File: config.mk
export PLATFORM = sky130hd
export DESIGN_NAME = atm_session_initiator
export DESIGN_NICKNAME = d
export VERILOG_FILES = /design/src/rtl/atm_session_initiator_pkg.sv /design/src/rtl/atm_session_initiator_digit_accum.sv /design/src/rtl/atm_session_initiator.sv
export SDC_FILE = /design/constraint.sdc
export NUM_CORES = 1
export LEC_CHECK = 0
export CELL_PAD_IN_SITES_DETAIL_PLACEMENT = 1
export CELL_PAD_IN_SITES_GLOBAL_PLACEMENT = 1
export CORE_MARGIN = 8
export CORE_UTILIZATION = 38
export CTS_BUF_LIST = sky130_fd_sc_hd__clkbuf_4 sky130_fd_sc_hd__clkbuf_8
export CTS_CLUSTER_SIZE = 8
export DETAILED_ROUTE_END_ITERATION = 8
export HOLD_SLACK_MARGIN = 0.02
export PLACE_DENSITY = 0.76
export SETUP_SLACK_MARGIN = 0.02
export SYNTH_ARGS = -nofsm -noshare
export SYNTH_HDL_FRONTEND = slang
export SYNTH_HIERARCHICAL = 1
export SYNTH_SLANG_ARGS = --single-unit
File: constraint.sdc
create_clock -name clk -period 3.15 [get_ports clk]
set_input_delay 0.945 -clock clk [delete_from_list [all_inputs] [get_ports clk]]
set_output_delay 0.945 -clock clk [all_outputs]
set_load 0.01 [all_outputs]
File: src/rtl/atm_session_initiator_pkg.sv
// Shared encodings for the ATM session front end: request op codes, keypad codes and FSM states.
package atm_session_initiator_pkg;

    localparam logic [2:0] OP_AUTH          = 3'b000;
    localparam logic [2:0] OP_BALANCE       = 3'b011;
    localparam logic [2:0] OP_WITHDRAW      = 3'b100;
    localparam logic [2:0] OP_WITHDRAW_SHOW = 3'b101;
    localparam logic [2:0] OP_TRANSACTION   = 3'b110;
    localparam logic [2:0] OP_EXIT          = 3'b111;

    localparam logic [3:0] KEY_ENTER  = 4'hA;
    localparam logic [3:0] KEY_CLEAR  = 4'hB;
    localparam logic [3:0] KEY_CANCEL = 4'hC;

    localparam logic [15:0] ACC_MAX_VALUE = 16'd4095;

    typedef enum logic [3:0] {
        S_IDLE,
        S_ACC,
        S_PIN,
        S_MENU,
        S_DEST,
        S_AMT,
        S_REQ,
        S_WAIT,
        S_EXITREQ
    } state_t;

    function automatic logic is_digit(input logic [3:0] code);
        return code <= 4'd9;
    endfunction

endpackage

File: src/rtl/atm_session_initiator_digit_accum.sv
// Decimal entry accumulator shared by the account, destination and amount fields.
module atm_digit_accum (
    input  logic        clk,
    input  logic        rst,
    input  logic        clr,
    input  logic        push,
    input  logic [3:0]  digit,
    input  logic [2:0]  limit,
    output logic [15:0] value,
    output logic [2:0]  count,
    output logic        at_limit
);

    assign at_limit = count >= limit;

    // clr together with push loads the digit as the first one of a fresh entry
    always_ff @(posedge clk) begin
        if (rst) begin
            value <= '0;
            count <= '0;
        end else if (clr && push) begin
            value <= {12'd0, digit};
            count <= 3'd1;
        end else if (clr) begin
            value <= '0;
            count <= '0;
        end else if (push && !at_limit) begin
            value <= value * 16'd10 + {12'd0, digit};
            count <= count + 3'd1;
        end
    end

endmodule

File: src/rtl/atm_session_initiator.sv
// Keypad-driven session front end for the ATM core: field entry, request handshake, response capture.
// state     | meaning
// S_IDLE    | no session, waiting for first account digit
// S_ACC     | collecting account number
// S_PIN     | collecting single-digit PIN
// S_MENU    | authenticated, waiting for menu option
// S_DEST    | collecting destination account
// S_AMT     | collecting amount
// S_REQ     | request presented, waiting for req_ready
// S_WAIT    | request accepted, waiting for response
// S_EXITREQ | EXIT request presented, waiting for req_ready
module atm_session_initiator
    import atm_session_initiator_pkg::*;
#(
    parameter int ACC_DIGITS     = 4,
    parameter int AMT_DIGITS     = 4,
    parameter int MAX_AMOUNT     = 2047,
    parameter int TIMEOUT_CYCLES = 1000
) (
    input  logic        clk,
    input  logic        rst,
    input  logic        key_valid,
    input  logic [3:0]  key_code,
    output logic        req_valid,
    input  logic        req_ready,
    output logic [2:0]  req_op,
    output logic [11:0] req_acc,
    output logic [3:0]  req_pin,
    output logic [11:0] req_dest,
    output logic [10:0] req_amount,
    input  logic        rsp_valid,
    input  logic        rsp_error,
    input  logic [10:0] rsp_balance,
    output logic        session_on,
    output logic        entry_error,
    output logic [10:0] last_balance,
    output logic        last_error
);

    localparam int TW = $clog2(TIMEOUT_CYCLES + 1);
    localparam logic [TW-1:0] TIMER_LOAD = TW'(TIMEOUT_CYCLES - 1);

    state_t         state;
    logic           pin_have;
    logic           pending_exit;
    logic [TW-1:0]  idle_timer;

    logic           acc_clr, acc_push, at_limit;
    logic [2:0]     acc_limit, acc_count;
    logic [15:0]    acc_value;

    logic digit_key, key_enter, key_clear, key_cancel;
    logic entry_state, timing, want_exit, go_idle, range_bad, rsp_take;

    always_comb begin
        digit_key   = key_valid && is_digit(key_code);
        key_enter   = key_valid && (key_code == KEY_ENTER);
        key_clear   = key_valid && (key_code == KEY_CLEAR);
        key_cancel  = key_valid && (key_code == KEY_CANCEL);
        entry_state = state inside {S_ACC, S_DEST, S_AMT};
        timing      = session_on && (state inside {S_MENU, S_DEST, S_AMT});
        rsp_take    = (state == S_WAIT) && rsp_valid;
        want_exit   = timing && (key_cancel || (!key_valid && idle_timer == '0));
        go_idle     = ((state == S_ACC || state == S_PIN) && key_cancel)
                   || (rsp_take && rsp_error && req_op == OP_AUTH)
                   || (state == S_EXITREQ && req_ready);
        acc_limit   = (state == S_AMT) ? 3'(AMT_DIGITS) : 3'(ACC_DIGITS);
        range_bad   = (acc_count == '0)
                   || ((state == S_AMT) ? (acc_value > 16'(MAX_AMOUNT)) : (acc_value > ACC_MAX_VALUE));
        acc_push    = digit_key && (state == S_IDLE || (entry_state && !at_limit));
        acc_clr     = (state == S_IDLE) || (state == S_EXITREQ)
                   || (entry_state && (key_enter || key_clear));
    end

    atm_digit_accum u_accum (
        .clk      (clk),
        .rst      (rst),
        .clr      (acc_clr),
        .push     (acc_push),
        .digit    (key_code),
        .limit    (acc_limit),
        .value    (acc_value),
        .count    (acc_count),
        .at_limit (at_limit)
    );

    always_ff @(posedge clk) begin
        if (rst) begin
            state        <= S_IDLE;
            req_valid    <= 1'b0;
            req_op       <= OP_AUTH;
            req_acc      <= '0;
            req_pin      <= '0;
            req_dest     <= '0;
            req_amount   <= '0;
            session_on   <= 1'b0;
            entry_error  <= 1'b0;
            last_balance <= '0;
            last_error   <= 1'b0;
            pin_have     <= 1'b0;
            pending_exit <= 1'b0;
            idle_timer   <= '0;
        end else begin
            entry_error <= 1'b0;

            // outside the idle-timed states the timer is held at its load value
            if (!timing || key_valid)
                idle_timer <= TIMER_LOAD;
            else if (idle_timer != '0)
                idle_timer <= idle_timer - TW'(1);

            if (rsp_take) begin
                last_error <= rsp_error;
                if (!rsp_error)
                    last_balance <= rsp_balance;
            end

            if (go_idle) begin
                state        <= S_IDLE;
                req_valid    <= 1'b0;
                req_op       <= OP_AUTH;
                req_acc      <= '0;
                req_pin      <= '0;
                req_dest     <= '0;
                req_amount   <= '0;
                session_on   <= 1'b0;
                pin_have     <= 1'b0;
                pending_exit <= 1'b0;
            end else if (want_exit || (rsp_take && pending_exit)) begin
                state        <= S_EXITREQ;
                req_valid    <= 1'b1;
                req_op       <= OP_EXIT;
                req_dest     <= '0;
                req_amount   <= '0;
                session_on   <= 1'b1;
                pending_exit <= 1'b0;
            end else begin
                case (state)
                    S_IDLE: if (digit_key) state <= S_ACC;
                    S_ACC: begin
                        if (digit_key && at_limit) begin
                            entry_error <= 1'b1;
                        end else if (key_enter) begin
                            if (range_bad) begin
                                entry_error <= 1'b1;
                            end else begin
                                req_acc <= acc_value[11:0];
                                state   <= S_PIN;
                            end
                        end
                    end
                    S_PIN: begin
                        if (digit_key) begin
                            if (pin_have) begin
                                entry_error <= 1'b1;
                            end else begin
                                req_pin  <= key_code;
                                pin_have <= 1'b1;
                            end
                        end else if (key_clear) begin
                            req_pin  <= '0;
                            pin_have <= 1'b0;
                        end else if (key_enter) begin
                            if (pin_have) begin
                                req_op    <= OP_AUTH;
                                req_valid <= 1'b1;
                                state     <= S_REQ;
                            end else begin
                                entry_error <= 1'b1;
                            end
                        end
                    end
                    S_MENU: if (digit_key) begin
                        req_dest   <= '0;
                        req_amount <= '0;
                        case (key_code)
                            4'd3: begin req_op <= OP_BALANCE; req_valid <= 1'b1; state <= S_REQ; end
                            4'd4: begin req_op <= OP_WITHDRAW; state <= S_AMT; end
                            4'd5: begin req_op <= OP_WITHDRAW_SHOW; state <= S_AMT; end
                            4'd6: begin req_op <= OP_TRANSACTION; state <= S_DEST; end
                            default: entry_error <= 1'b1;
                        endcase
                    end
                    S_DEST: begin
                        if (digit_key && at_limit) begin
                            entry_error <= 1'b1;
                        end else if (key_enter) begin
                            if (range_bad) begin
                                entry_error <= 1'b1;
                            end else begin
                                req_dest <= acc_value[11:0];
                                state    <= S_AMT;
                            end
                        end
                    end
                    S_AMT: begin
                        if (digit_key && at_limit) begin
                            entry_error <= 1'b1;
                        end else if (key_enter) begin
                            if (range_bad) begin
                                entry_error <= 1'b1;
                            end else begin
                                req_amount <= acc_value[10:0];
                                req_valid  <= 1'b1;
                                state      <= S_REQ;
                            end
                        end
                    end
                    S_REQ: begin
                        if (key_cancel)
                            pending_exit <= 1'b1;
                        if (req_ready) begin
                            req_valid <= 1'b0;
                            state     <= S_WAIT;
                        end
                    end
                    S_WAIT: begin
                        // a response in the same cycle as a key drops the key
                        if (rsp_valid) begin
                            session_on <= 1'b1;
                            state      <= S_MENU;
                        end else if (key_cancel) begin
                            pending_exit <= 1'b1;
                        end
                    end
                    default: state <= S_IDLE;
                endcase
            end
        end
    end

endmodule
==> Implementation_results.wiki, run 1 <==
{| class="wikitable"
! Metric !! Value
|-
| Result of the run || finished, final reports clean
|-
| Top flip-flop cell by instance count after synthesis || sky130_fd_sc_hd__dfxtp_1
|-
| Die X || 134 µm
|-
| Startpoint types || flip-flop
|-
| Number of top-level pins || 78
|-
| Max Clk Rate || 0.324 GHz
|-
| Worst setup EP type || flip-flop
|-
| Reg2Reg Capture Point || u_accum/value[14]$_SDFFE_PP0P_
|-
| Met1 track demand over resource || 22.8%
|-
| Most crowded layer after global routing || met2
|-
| Critical path peak fanout || 4
|-
| Arrival time at the worst endpoint || 3.40 ns
|-
| Post-detailed-placement half-perimeter wirelength || between 10 and 15 mm
|-
| Clock tree from TritonCTS || built
|-
| Max-slew violations || 0
|-
| Hold depth || 2
|-
| Switching Fraction || 36.1%
|-
| Site row count || 43
|-
| Met2 Track Usage GR || 33.7%
|-
| DR DRC count || 0
|-
| Clock transition at the registers of the reported paths || 0.10 ns
|-
| Slowest cell on the critical path || sky130_fd_sc_hd__fa_2
|-
| Post-synthesis instance area || ~5300 µm²
|-
| Fraction of post-synthesis cell area in the top cell type by area || about a third
|-
| Share of post-route cells with drive strength above 1 || 15.3%
|-
| Die area || 17900 µm²
|-
| Via count || 5234
|-
| Post-detailed-route via-to-cell ratio || 5.69
|-
| Number of antenna violations at the first check in global routing || 0
|-
| Yosys warning count || 6
|-
| Final setup violating endpoints || 0
|-
| Count of port buffers added during placement || 77
|-
| Number of endpoints with negative hold slack in the final report || 0
|-
| Max-capacitance violation count || 0
|-
| GRT Total Usage || 19.5%
|-
| Startpoint of the most critical hold path || req_amount[2]$_SDFFE_PP0P_
|-
| Leakage dissipation || 2.77 nW
|-
| Synth top area cells || sky130_fd_sc_hd__dfxtp_1 (35%), sky130_fd_sc_hd__ha_1 (7.6%), sky130_fd_sc_hd__mux2i_1 (6.7%)
|-
| Starting DRC count in detailed routing || 341
|-
| Data required time at the worst endpoint || 3.46 ns
|-
| Fillers || 1637
|-
| Combinational group share of total power || 32.2%
|-
| Worst Hold Class || reg -> reg
|-
| End of the worst hold path || req_amount[2]$_SDFFE_PP0P_
|-
| Vias in the first global route || ~5400
|-
| Sequential share of power || 40.0%
|-
| Number of instances in the synthesized netlist || 618
|-
| Insertion delay to the later sink of the worst-skew pair || 0.39 ns
|-
| Peak VDD IR || roughly 0.28 mV
|-
| Unrepaired setup endpoints after global routing || true
|-
| Starting utilization of the core area || 38.3%
|-
| Final net count || 790
|-
| Drt wl/cell || 19.3 µm
|-
| Max Root-Sink Buffers || 2
|-
| Global-route wire length before repair || 28.2 mm
|-
| Cell-internal power || approximately 2.0 mW
|-
| Clock period minus final worst setup slack || ~3 ns
|-
| Measured slew at the worst slew-check pin || 0.833 ns
|-
| Clock Sink Count || 92
|-
| Cells on worst reg2reg path || 12
|-
| R2R setup slack || roughly 0.06 ns
|-
| Psw || 1.14 mW
|-
| PD cells || 457 nW/µm²
|-
| Cell accounting for the most synthesized area || sky130_fd_sc_hd__dfxtp_1
|-
| Utilization after layout || approximately half
|-
| Final Cycle Share || a little over nine tenths
|-
| Beginning of the worst register-to-register path || u_accum/value[1]$_SDFFE_PP0P_
|-
| Met3 usage in global routing || 4.37%
|-
| Count of antenna-violating nets left after detailed routing || 0
|-
| Router iterations before antenna repair || 4
|-
| Root buf cell || sky130_fd_sc_hd__clkbuf_8
|-
| CP cell instances || ha_4 > ha_4 > fa_2 > a21o_1 > a221oi_4 > buf_4 > xnor2_1 > nand4b_1 > nor3_1 > nand2_1 > xnor2_1 > a211oi_1
|-
| Placeable core area || 13700 µm²
|-
| Overall overflow remaining after global route || 0
|-
| Number of storage elements in the synthesis netlist || between 90 and 100
|-
| Number of buffers inserted by hold repair at cts || 0
|-
| Maximum level of the CTS H-tree || 3
|-
| Number of enable flip-flop cells after synthesis || 0
|-
| Final clock skew || 0.0134 ns
|-
| Clock network fraction of design power || about 28%
|-
| Wire length reported by the detailed router || 17.8 mm
|-
| Largest net degree at the start of global routing || 28
|-
| Synth-to-layout area growth || 31.6%
|-
| TritonCTS buffer count || 9
|-
| Portion of the post-synthesis area used by sequential elements || 35.0%
|-
| Library cells used by synthesis || 68
|-
| Avg Cell Area, Syn || 8.51 µm²
|-
| Die Span Y || approximately 130 µm
|-
| Total negative slack for setup checks || 0 ns
|-
| Largest stage delay, worst path || 0.41 ns
|-
| Antenna diode count || 0
|-
| Crit Path Category || reg -> reg
|-
| Share of synthesized registers carrying an async set or reset || 0%
|-
| Global placer's final weighted congestion || roughly 0.87
|-
| Relative slew slack || 44.4%
|}
-- power by group through the flow --
stage               Clock [mW]  Combinational (mW)  Sequential, mW
finish                   0.881                1.02            1.27
global route             0.944                1.11            1.27
CTS                      0.904               0.974            1.26
detailed placement           0               0.965            1.29
global placement             0               0.923            1.28
floorplan                    0               0.623            1.29
-- worst max-delay path: cells and delay by family (launching register included) --
family / cells / cell delay [ns]
compound gates: 3 / 0.79
flops: 1 / 0.35
xor+xnor: 2 / 0.27
fa+ha+maj: 3 / 0.82
buf+inv: 1 / 0.18
simple gates: 3 / 0.60
-- synth_stat cells, types with 4 or more instances --
| cell type | number |
|---|---|
| sky130_fd_sc_hd__a211oi_1 | 11 |
| sky130_fd_sc_hd__mux2i_1 | 35 |
| sky130_fd_sc_hd__nand3b_1 | 6 |
| sky130_fd_sc_hd__nand3_1 | 30 |
| sky130_fd_sc_hd__and2_1 | 5 |
| sky130_fd_sc_hd__dfxtp_1 | 92 |
| sky130_fd_sc_hd__nor4_1 | 6 |
| sky130_fd_sc_hd__xnor2_1 | 15 |
| sky130_fd_sc_hd__o21ai_0 | 29 |
| sky130_fd_sc_hd__nand4b_1 | 4 |
| sky130_fd_sc_hd__nor2_1 | 59 |
| sky130_fd_sc_hd__nor2b_1 | 10 |
| sky130_fd_sc_hd__nand2b_1 | 7 |
| sky130_fd_sc_hd__nand4_1 | 18 |
| sky130_fd_sc_hd__a21oi_1 | 62 |
| sky130_fd_sc_hd__nand2_1 | 38 |
| sky130_fd_sc_hd__or2_2 | 5 |
| sky130_fd_sc_hd__nor3_1 | 12 |
| sky130_fd_sc_hd__ha_1 | 32 |
| sky130_fd_sc_hd__a21o_1 | 9 |
| sky130_fd_sc_hd__inv_1 | 13 |
| sky130_fd_sc_hd__clkbuf_1 | 32 |
| sky130_fd_sc_hd__xor2_1 | 15 |
-- layer usage --
metal  share of wire [%]  wire (µm)
met5                   0          0
met4                 2.6        456
met3                 5.0        890
met2                  50       8960
met1                  42       7460
-- cells in the final DEF, fill, tap and decap left out, drive strengths merged, types with 3 or more instances in the layout --
| cell type | Yosys | layout |
|---|---|---|
| conb | 2 | 3 |
| nor3 | 12 | 12 |
| or2 | 5 | 5 |
| a211oi | 12 | 12 |
| o31a | 3 | 3 |
| mux2i | 35 | 35 |
| or4 | 3 | 3 |
| and3b | 3 | 3 |
| nor4b | 3 | 3 |
| and2 | 6 | 6 |
| o21ai | 31 | 31 |
| nand3b | 6 | 6 |
| nor2 | 59 | 59 |
| o21a | 3 | 3 |
| clkbuf | 32 | 9 |
| a21oi | 63 | 63 |
| nor4 | 6 | 6 |
| ha | 32 | 32 |
| xor2 | 15 | 15 |
| nand2b | 7 | 7 |
| buf | 4 | 64 |
| or3 | 3 | 3 |
| nand4 | 18 | 18 |
| a31oi | 3 | 3 |
| dfxtp | 92 | 92 |
| nand2 | 38 | 38 |
| clkdlybuf4s50 | 0 | 77 |
| xnor2 | 15 | 15 |
| nor2b | 10 | 10 |
| inv | 13 | 16 |
| a21o | 9 | 9 |
| nand4b | 4 | 4 |
| nand3 | 30 | 30 |
| and3 | 4 | 4 |
-- cells by family after synthesis --
logic type	Yosys count	synth area share, %
mux	37	7.09
flops	92	35.0
fa+ha+maj	34	8.37
buf+inv	49	3.54
compound gates	150	18.5
other cells	2	0.143
simple gates	224	22.4
xor+xnor	30	4.99
-- how the worst max path moves through the flow --
stage                                             start                             end  cells after the start
after floorplan           u_accum/value[1]$_SDFFE_PP0P_  u_accum/value[15]$_SDFFE_PP0P_                     11
final                     u_accum/value[1]$_SDFFE_PP0P_  u_accum/value[14]$_SDFFE_PP0P_                     12
after detailed placement                    key_code[2]       req_dest[11]$_SDFFE_PP0P_                      8
after global placement                      key_code[2]   u_accum/value[6]$_SDFFE_PP0P_                      8
after global routing      u_accum/value[1]$_SDFFE_PP0P_  u_accum/value[12]$_SDFFE_PP0P_                     12
after CTS                 u_accum/value[1]$_SDFFE_PP0P_  u_accum/value[15]$_SDFFE_PP0P_                     11
-- area by class of cell --
class	instances	area (µm²)	share of cell area, %
clock buffers	9	124	1.79
clock inverters	7	93.8	1.36
inverters	13	48.8	0.705
multi-input cells	478	3320	47.9
flip-flops and latches	92	1850	26.7
well taps	180	225	3.25
repair buffers	141	1260	18.3
-- per-stage QoR --
step / cell area, µm² / setup WS [ns] / power, mW / hold slack, ns / std cells
2_1_floorplan: 5270 / 0.134 / 1.91 / 0.440 / 619
3_3_place_gp: 6620 / -0.228 / 2.20 / 0.452 / 903
3_5_place_dp: 6620 / -0.313 / 2.25 / 0.458 / 903
4_1_cts: 6850 / 0.0589 / 3.14 / 0.471 / 919
5_1_grt: 6920 / -0.0552 / 3.32 / 0.501 / 920
6_report: 6920 / 0.0602 / 3.17 / 0.476 / 920
-- state kept, by name, summed over array words and instances (netlist names), 3 cells and up --
register and flops:
idle_timer 10, last_balance 11, req_acc 12, req_amount 11, req_dest 12, req_op 3, req_pin 4, state 4
u_accum/count 3, u_accum/value 16
-- repair_timing --
| action | in CTS | in global routing |
|---|---|---|
| resized for setup | 3 | 15 |
| setup buffers | 0 | 1 |
| pin swaps | 2 | 8 |
| cloned | 0 | 0 |
| setup endpoints to repair | 1 | 20 |
No activity file was read; power rests on OpenSTA's default activity.
==> inputs of run 2 (changes only) <==
--- a/config.mk
+++ b/config.mk
@@ -14,7 +14,7 @@
 export DETAILED_ROUTE_END_ITERATION = 8
 export HOLD_SLACK_MARGIN = 0.02
 export PLACE_DENSITY = 0.76
-export SETUP_SLACK_MARGIN = 0.02
+export SETUP_SLACK_MARGIN = 0.15
 export SYNTH_ARGS = -nofsm -noshare
 export SYNTH_HDL_FRONTEND = slang
 export SYNTH_HIERARCHICAL = 1
==> run 2 against run 1 <==
Against the previous run: clock skew grew 0.0078 ns; sequential cell count unchanged; final area up 0.78%; sequential power barely moved; critical path depth decreased by 1; via count shrank 0.78%.
==> Implementation_results.wiki, run 2 (synthesis results as in run 1) <==
{| class="wikitable"
! Metric !! Value
|-
| PD cells || 452 nW/µm² (was 457 nW/µm²)
|-
| Root buf cell || sky130_fd_sc_hd__clkbuf_8 (unchanged)
|-
| Combinational group share of total power || 33.6% (was 32.2%)
|-
| Count of antenna-violating nets left after detailed routing || 0 (unchanged)
|-
| Crit Path Category || reg -> reg (unchanged)
|-
| Global-route wire length before repair || 28.5 mm (was 28.2 mm)
|-
| Measured slew at the worst slew-check pin || 0.847 ns (was 0.833 ns)
|-
| Placeable core area || 13700 µm² (unchanged)
|-
| Clock Sink Count || 92 (unchanged)
|-
| Vias in the first global route || 5409 (was 5412)
|-
| Max Root-Sink Buffers || 2 (unchanged)
|-
| End of the worst hold path || req_amount[0]$_SDFFE_PP0P_ (was req_amount[2]$_SDFFE_PP0P_)
|-
| Worst setup EP type || flip-flop (unchanged)
|-
| Peak VDD IR || 0.221 mV (was 0.283 mV)
|-
| Unrepaired setup endpoints after global routing || true (unchanged)
|-
| Result of the run || finished, final reports clean (unchanged)
|-
| R2R setup slack || 0.11 ns (was 0.06 ns)
|-
| Largest net degree at the start of global routing || 28 (unchanged)
|-
| Reg2Reg Capture Point || u_accum/value[15]$_SDFFE_PP0P_ (was u_accum/value[14]$_SDFFE_PP0P_)
|-
| Count of port buffers added during placement || 77 (unchanged)
|-
| Detailed-routed wire length on met3 || 630 µm (was 890 µm)
|-
| Final Cycle Share || 96.6% (was 98.1%)
|-
| Startpoint of the most critical hold path || req_amount[0]$_SDFFE_PP0P_ (was req_amount[2]$_SDFFE_PP0P_)
|-
| Cell-internal power || 1.96 mW (was 2.02 mW)
|-
| Clock transition at the registers of the reported paths || 0.12 ns (was 0.10 ns)
|-
| Switching Fraction || 37.7% (was 36.1%)
|-
| DR DRC count || 0 (unchanged)
|-
| Wire length reported by the detailed router || 18.4 mm (was 17.8 mm)
|-
| Largest stage delay, worst path || 0.38 ns (was 0.41 ns)
|-
| Leakage dissipation || 2.76 nW (was 2.77 nW)
|-
| Max Clk Rate || 0.329 GHz (was 0.324 GHz)
|-
| Critical path peak fanout || 4 (unchanged)
|-
| Commonest cells after routing, fill and taps aside || sky130_fd_sc_hd__dfxtp_1 (86), sky130_fd_sc_hd__clkdlybuf4s50_1 (77), sky130_fd_sc_hd__buf_4 (62) (was sky130_fd_sc_hd__dfxtp_1 (87), sky130_fd_sc_hd__clkdlybuf4s50_1 (77), sky130_fd_sc_hd__buf_4 (63))
|-
| Starting DRC count in detailed routing || 258 (was 341)
|-
| Die Span Y || 134 µm (unchanged)
|-
| Via count || 5193 (was 5234)
|-
| Relative slew slack || 43.4% (was 44.4%)
|-
| Max-slew violations || 0 (unchanged)
|-
| Drt wl/cell || 20.0 µm (was 19.3 µm)
|-
| Number of top-level pins || 78 (unchanged)
|-
| Final clock skew || 0.0212 ns (was 0.0134 ns)
|-
| Slowest cell on the critical path || sky130_fd_sc_hd__dfxtp_2 (was sky130_fd_sc_hd__fa_2)
|-
| Number of antenna violations at the first check in global routing || 0 (unchanged)
|-
| Flip-flop count of the largest register, all copies and words added || 16 (unchanged)
|-
| Share of post-route cells with drive strength above 1 || 17.2% (was 15.3%)
|-
| Hold depth || 2 (unchanged)
|-
| Die area || 17900 µm² (unchanged)
|-
| Overall overflow remaining after global route || 0 (unchanged)
|-
| Synth-to-layout area growth || 32.6% (was 31.6%)
|-
| Post-detailed-placement half-perimeter wirelength || 13.4 mm (was 13.2 mm)
|-
| Final setup violating endpoints || 0 (unchanged)
|-
| Die X || 134 µm (unchanged)
|-
| Clock period minus final worst setup slack || 3.04 ns (was 3.09 ns)
|-
| Site row count || 43 (unchanged)
|-
| Worst Hold Class || reg -> reg (unchanged)
|-
| TritonCTS buffer count || 9 (unchanged)
|-
| Detailed-routing wirelength on met1 || 7.99 mm (was 7.46 mm)
|-
| Total negative slack for setup checks || 0 ns (unchanged)
|-
| Uppermost routed layer || met4 (unchanged)
|-
| Starting utilization of the core area || 38.3% (unchanged)
|-
| Startpoint types || flip-flop (unchanged)
|-
| Utilization after layout || 50.9% (was 50.5%)
|-
| Fillers || 1637 (unchanged)
|-
| GRT Total Usage || 20.0% (was 19.5%)
|-
| Psw || 1.19 mW (was 1.14 mW)
|-
| Number of buffers inserted by hold repair at cts || 0 (unchanged)
|-
| Number of endpoints with negative hold slack in the final report || 0 (unchanged)
|-
| Insertion delay to the later sink of the worst-skew pair || 0.40 ns (was 0.39 ns)
|-
| Beginning of the worst register-to-register path || u_accum/value[2]$_SDFFE_PP0P_ (was u_accum/value[1]$_SDFFE_PP0P_)
|-
| Registers with the most flip-flops || u_accum/value: 16 flops, req_acc: 12 flops, req_dest: 12 flops (unchanged)
|-
| Most flop-heavy register || u_accum/value (unchanged)
|-
| Arrival time at the worst endpoint || 3.35 ns (was 3.40 ns)
|-
| Cells on worst reg2reg path || 11 (was 12)
|-
| Clock tree from TritonCTS || built (unchanged)
|-
| Commonest non-fill, non-tap cell in the layout || sky130_fd_sc_hd__dfxtp_1 (unchanged)
|-
| Clock network fraction of design power || 26.5% (was 27.8%)
|-
| Sequential share of power || 39.9% (was 40.0%)
|-
| Post-detailed-route via-to-cell ratio || 5.65 (was 5.69)
|-
| Total met2 wirelength after detailed routing || 9.24 mm (was 8.96 mm)
|-
| Router iterations before antenna repair || 4 (unchanged)
|-
| Maximum level of the CTS H-tree || 3 (unchanged)
|-
| Global placer's final weighted congestion || 0.878 (was 0.870)
|-
| Max-capacitance violation count || 0 (unchanged)
|-
| Final net count || 789 (was 790)
|-
| Antenna diode count || 0 (unchanged)
|-
| CP cell instances || ha_2 > ha_4 > fa_2 > a21o_1 > a221oi_4 > o21ai_2 > xnor2_2 > o311ai_2 > nor4b_4 > xnor2_1 > a211oi_2 (was ha_4 > ha_4 > fa_2 > a21o_1 > a221oi_4 > buf_4 > xnor2_1 > nand4b_1 > nor3_1 > nand2_1 > xnor2_1 > a211oi_1)
|-
| Data required time at the worst endpoint || 3.46 ns (about the same)
|}
run 2: worst max-delay path by stage:
stage,startpoint,slack [ns],endpoint
floorplan,key_valid,0.16,u_accum/value[15]$_SDFFE_PP0P_
global placement,key_code[2],-0.20,req_dest[7]$_SDFFE_PP0P_
detailed placement,key_code[2],-0.34,req_dest[3]$_SDFFE_PP0P_
CTS,u_accum/value[3]$_SDFFE_PP0P_,0.05,u_accum/value[15]$_SDFFE_PP0P_
global route,u_accum/value[1]$_SDFFE_PP0P_,0.02,u_accum/value[15]$_SDFFE_PP0P_
finish,u_accum/value[2]$_SDFFE_PP0P_,0.11,u_accum/value[15]$_SDFFE_PP0P_
run 2: cell type report:
cell class                 instances  area [µm²]  area share [%]
clock inverter                     7        81.3            1.17
sequential                        92        1850            26.5
timing repair buffer             140        1260            18.0
tap                              180         225            3.23
inverter                          13        48.8           0.699
multi-input combinational        478        3390            48.6
clock buffer                       9         124            1.78
run 2: power groups by stage:
stage          Combinational [mW]  Clock (mW)  Sequential, mW
2_1_floorplan               0.623           0            1.29
3_3_place_gp                0.927           0            1.27
3_5_place_dp                0.979           0            1.27
4_1_cts                      1.01       0.853            1.25
5_1_grt                      1.15       0.900            1.26
6_report                     1.06       0.834            1.26
run 2: layer usage:
layer | GRT usage, % | vias to the layer above
met4 | 9.54 | 0
met5 | 0 | -
met2 | 34.9 | 98
met3 | 3.05 | 32
li1 | - | 2464
met1 | 23.4 | 2599
run 2: worst max-delay path, delay by kind of cell, from the launching register on:
kind / cells / cell delay [ns]
compound gates: 5 / 1.25
simple gates: 1 / 0.30
flops: 1 / 0.38
xor+xnor: 2 / 0.28
fa+ha+maj: 3 / 0.74
run 2: what timing repair did:
action | 4_1_cts | 5_1_grt
gates resized for setup | 17 | 14
endpoints found under the setup margin | 16 | 18
pin swaps | 7 | 6
setup buffers | 1 | 3
run 2: through the flow:
stage                     area (µm²)  instances  worst slack, ns  hold slack (ns)  total power [mW]
final                           6980        919            0.106            0.473              3.15
after global routing            6980        919           0.0229            0.493              3.31
after floorplan                 5270        619            0.158            0.440              1.91
after global placement          6590        899           -0.204            0.457              2.20
after CTS                       6890        916           0.0469            0.475              3.12
after detailed placement        6590        899           -0.344            0.462              2.25
